File: config.mk
export PLATFORM = sky130hd
export DESIGN_NAME = tick_pipe_adder
export DESIGN_NICKNAME = d
export VERILOG_FILES = /design/src/rtl/tick_pipe_adder.sv
export SDC_FILE = /design/constraint.sdc
export NUM_CORES = 1
export LEC_CHECK = 0
export CAP_MARGIN = 30
export CORE_ASPECT_RATIO = 0.9
export CORE_UTILIZATION = 51
export DETAILED_ROUTE_END_ITERATION = 16
export PLACE_DENSITY_LB_ADDON = 0.15
export SYNTH_ARGS = -nofsm -noshare
export SYNTH_HDL_FRONTEND = slang
export SYNTH_SLANG_ARGS = --single-unit
File: constraint.sdc
create_clock -name clk -period 5.1 [get_ports clk]
set_clock_uncertainty 0.2 [all_clocks]
set_input_delay 1.275 -clock clk [delete_from_list [all_inputs] [get_ports clk]]
set_output_delay 1.275 -clock clk [all_outputs]
set_load 0.01 [all_outputs]
File: src/rtl/tick_pipe_adder.sv
// Two-stage split-carry adder stepped by rising edges of a synchronized divided clock.
// div_clk is sampled as data only; every flop runs on clk.
module tick_pipe_adder #(
    parameter int WIDTH       = 8,
    parameter int SYNC_STAGES = 2
) (
    input  logic             clk,
    input  logic             rst_n,
    input  logic             div_clk,
    input  logic [WIDTH-1:0] a_in,
    input  logic [WIDTH-1:0] b_in,
    input  logic             cin,
    input  logic             in_valid,
    output logic             in_ready,
    output logic [WIDTH-1:0] sum_out,
    output logic             cout,
    output logic             out_valid,
    input  logic             out_ready,
    output logic             step
);

    localparam int L = WIDTH / 2;
    localparam int U = WIDTH - L;

    logic [SYNC_STAGES-1:0] sync_q, sync_d;
    logic                   prev_q, prev_d;

    logic         s1_valid_q, s1_valid_d;
    logic [L-1:0] lo_q, lo_d;
    logic         c1_q, c1_d;
    logic [U-1:0] ahi_q, ahi_d;
    logic [U-1:0] bhi_q, bhi_d;

    logic             s2_valid_q, s2_valid_d;
    logic [WIDTH-1:0] sum_q, sum_d;
    logic             cout_q, cout_d;

    logic         s2_free, s1_free, adv2, take_in, take_out;
    logic [L:0]   lo_full;
    logic [U:0]   hi_full;

    assign step     = sync_q[SYNC_STAGES-1] & ~prev_q;
    assign s2_free  = ~s2_valid_q | out_ready;
    assign adv2     = step & s1_valid_q & s2_free;
    assign s1_free  = ~s1_valid_q | adv2;
    assign in_ready = step & s1_free;
    assign take_in  = in_valid & in_ready;
    assign take_out = s2_valid_q & out_ready;

    assign sum_out   = sum_q;
    assign cout      = cout_q;
    assign out_valid = s2_valid_q;

    always_comb begin
        sync_d = {sync_q[SYNC_STAGES-2:0], div_clk};
        prev_d = sync_q[SYNC_STAGES-1];

        lo_full = {1'b0, a_in[L-1:0]} + {1'b0, b_in[L-1:0]}
                + {{L{1'b0}}, cin};
        hi_full = {1'b0, ahi_q} + {1'b0, bhi_q} + {{U{1'b0}}, c1_q};

        s1_valid_d = s1_valid_q;
        lo_d       = lo_q;
        c1_d       = c1_q;
        ahi_d      = ahi_q;
        bhi_d      = bhi_q;
        s2_valid_d = s2_valid_q;
        sum_d      = sum_q;
        cout_d     = cout_q;

        // Stage 2 fills before stage 1 reloads, so a same-step hand-off is safe.
        if (adv2) begin
            s2_valid_d = 1'b1;
            sum_d      = {hi_full[U-1:0], lo_q};
            cout_d     = hi_full[U];
        end else if (take_out) begin
            s2_valid_d = 1'b0;
        end

        if (take_in) begin
            s1_valid_d = 1'b1;
            lo_d       = lo_full[L-1:0];
            c1_d       = lo_full[L];
            ahi_d      = a_in[WIDTH-1:L];
            bhi_d      = b_in[WIDTH-1:L];
        end else if (adv2) begin
            s1_valid_d = 1'b0;
        end
    end

    always_ff @(posedge clk or negedge rst_n) begin
        if (!rst_n) begin
            sync_q     <= '0;
            prev_q     <= 1'b0;
            s1_valid_q <= 1'b0;
            lo_q       <= '0;
            c1_q       <= 1'b0;
            ahi_q      <= '0;
            bhi_q      <= '0;
            s2_valid_q <= 1'b0;
            sum_q      <= '0;
            cout_q     <= 1'b0;
        end else begin
            sync_q     <= sync_d;
            prev_q     <= prev_d;
            s1_valid_q <= s1_valid_d;
            lo_q       <= lo_d;
            c1_q       <= c1_d;
            ahi_q      <= ahi_d;
            bhi_q      <= bhi_d;
            s2_valid_q <= s2_valid_d;
            sum_q      <= sum_d;
            cout_q     <= cout_d;
        end
    end

endmodule

==> reports/qor.yml <==
setup_viol: 0
clock_latency_ns: 0.32
fmax_ghz: 0.237
status: "completed"
power.switching_w: 0.000204
dp.cells: 167
cts_sinks: 27
synth_fp_nets: 139
rows: 17
grt_pass1_wl_um: 3900
numPortBuffers: 33
min_period_ns: 4.21
slew_headroom_pct: 70.2
areaGrowthSynthToFinish_pct: 27.5
syn_area_mm2: 0.00134
io_pins: 34
antenna_found_initial: 0
crit_arrival_ns: 2.74
path_common_cell: "clkdlybuf4s50_1"
fp.dieW_um: 56.0
ff_latch_area_um2: 676
drc: 0
whs_ns: 0.168
clkTransAtPathRegs_ns: 0.14
grt_pass1_vias: 924
cp-end-kind: "output pin"
rsz0062_at_grt: "false"
switching_share_pct: 30.6
postRouteAntennaNets: 0
synth_edf_count: 0
yosysWarningCount: 0
vdd_drop_max_uv: 252
maxSlewViolCount: 0
instances_no_fill: 171
dpl_worst_slack_ns: 0.901
async_reset_ff_share_pct: 100
first_iter_violations: 26
maxCapViolations: 0
worst_slack_ns: 0.887
slowest_stage: "clkdlybuf4s50_1"
cts_buffers: 3
track_usage_pct: 18.4
hold_viol_final: 0
fin_tns_setup_ns: 0
hp-class: "reg -> reg"
seqPwrFrac_pct: 47.3
multi_input_area_um2: 593
hold_buffers: 0
vias: 922
yosysSeqAreaShare_pct: 50.5
cts_root_buffer: "clkbuf_4"
tightest_slew_ns: 0.445
cts_max_path_buffers: 2
dieArea_mm2: 0.00283
fin_nets: 176
antenna_cells: 0
leakage_nw: 0.754
grt_start_max_net_pins: 28
cts_tree: "built"
finalWirelength_um: 2340
drt_first_pass_iters: 4
cpLargestDelayFamily: "buffers and inverters"
slowest_delay_ns: 0.55
worst-path-buf-inv: 2
viasPerCell: 5.39
drive_above_1_share_pct: 13.3
critPathMaxFanout: 7
nFillCells: 195
internal_power_w: 0.000464
synth_flop_cell: "dfrtp_1"
wire_per_inst_um: 13.7
die_h_um: 50.6
synthDistinctLibCells: 31
htreeDepth: 1
grt-ovfl-total: 0
timing.critical_path.cells: "clkdlybuf4s50_1 > and2b_1 > a21boi_0 > clkdlybuf4s50_1"
setup.worst_path.start_class: "input port"
crit_type: "in -> out"
combPwrFrac_pct: 38.9
cp.required_ns: 3.62
power_density_mw_per_mm2: 392
syn_inst: 107
finalCritPeriodShare_pct: 82.6
postCtsSetupBuffers: 0
dp_hpwl_um: 1810
core_area_mm2: 0.00247
cts_resized: 0
p_total_w: 0.000668
globalplace.congestion: 0.888
start_util_pct: 54.2
synth-seq-cells: 27
layout_common_cells: "clkdlybuf4s50_1, dfrtp_1, o21ai_0"
clockPowerShare_pct: 13.8
syn_avg_cell_area_um2: 12.5
mostFrequentLayoutCell: "clkdlybuf4s50_1"
[registers in the layout, indices dropped and copies added (netlist names), 2 cells and up]
register,flops
lo_q,4
sum_out,8
sync_q,2
ahi_q,4
bhi_q,4
[cells by family (layout without fill, tap and decap cells)]
family	after synthesis	after routing	share of synthesized area (%)
xor+xnor	2	2	1.31
mux	12	12	11.1
fa+ha+maj	10	10	11.6
flops	27	27	50.5
compound gates	27	27	12.1
buf+inv	12	48	5.15
simple gates	17	17	8.23
[cells in the mapped netlist, drive strengths merged, types with 2 or more instances]
cell    number  area, um^2
and2b        2        15.0
o21ai       14        70.1
nand3        4        20.0
mux2        11         139
nor2         2        7.51
and3b        2        17.5
a21oi        2        10.0
fa           4        80.1
inv         10        37.5
ha           6        75.1
nand3b       2        18.8
buf          2        31.3
nor2b        2        12.5
a21boi       2        15.0
dfrtp       27         676
a31oi        3        18.8
[stage by stage]
step	utilization [%]	cell area, um^2
2_1_floorplan	-	1340
3_3_place_gp	68.1	1680
3_5_place_dp	68.1	1680
4_1_cts	69.1	1710
5_1_grt	69.1	1710
6_report	69.1	1710
[area by class of cell]
type | count | area share, %
multi-input combinational | 68 | 34.8
inverter | 10 | 2.20
timing repair buffer | 34 | 19.8
sequential | 27 | 39.6
clock buffer | 4 | 1.54
tap | 28 | 2.05
[layer usage]
| metal | track usage, % | up-vias | share of wire (%) |
|---|---|---|---|
| met4 | 10.2 | 0 | 2.3 |
| li1 | - | 447 | - |
| met1 | 23.4 | 437 | 46 |
| met5 | 0 | - | 0 |
| met3 | 2.84 | 7 | 5.5 |
| met2 | 30.4 | 31 | 46 |
[power groups by stage]
stage	combinational [W]	sequential (W)	clock [W]
after global placement	0.000254	0.000319	0
final	0.000260	0.000316	0.0000921
after global routing	0.000285	0.000324	0.000102
after floorplan	0.000123	0.000333	0
after CTS	0.000263	0.000317	0.0000946
after detailed placement	0.000262	0.000322	0
[final timing paths]
| check | start | to | slack [ns] | depth (start not counted) |
|---|---|---|---|---|
| max | out_ready | in_ready | 0.89 | 4 |
| min | sync_q[0] | sync_q[1] | 0.17 | 0 |
| max reg2reg | c1_q | sum_out[5] | 3.27 | 4 |
| min reg2reg | sync_q[0] | sync_q[1] | 0.17 | 0 |
| max in group asynchronous | rst_n | bhi_q[2] | 3.34 | 2 |
| min in group asynchronous | rst_n | sync_q[0] | 1.10 | 2 |
Note: power is estimated with default switching activity, not from simulation.
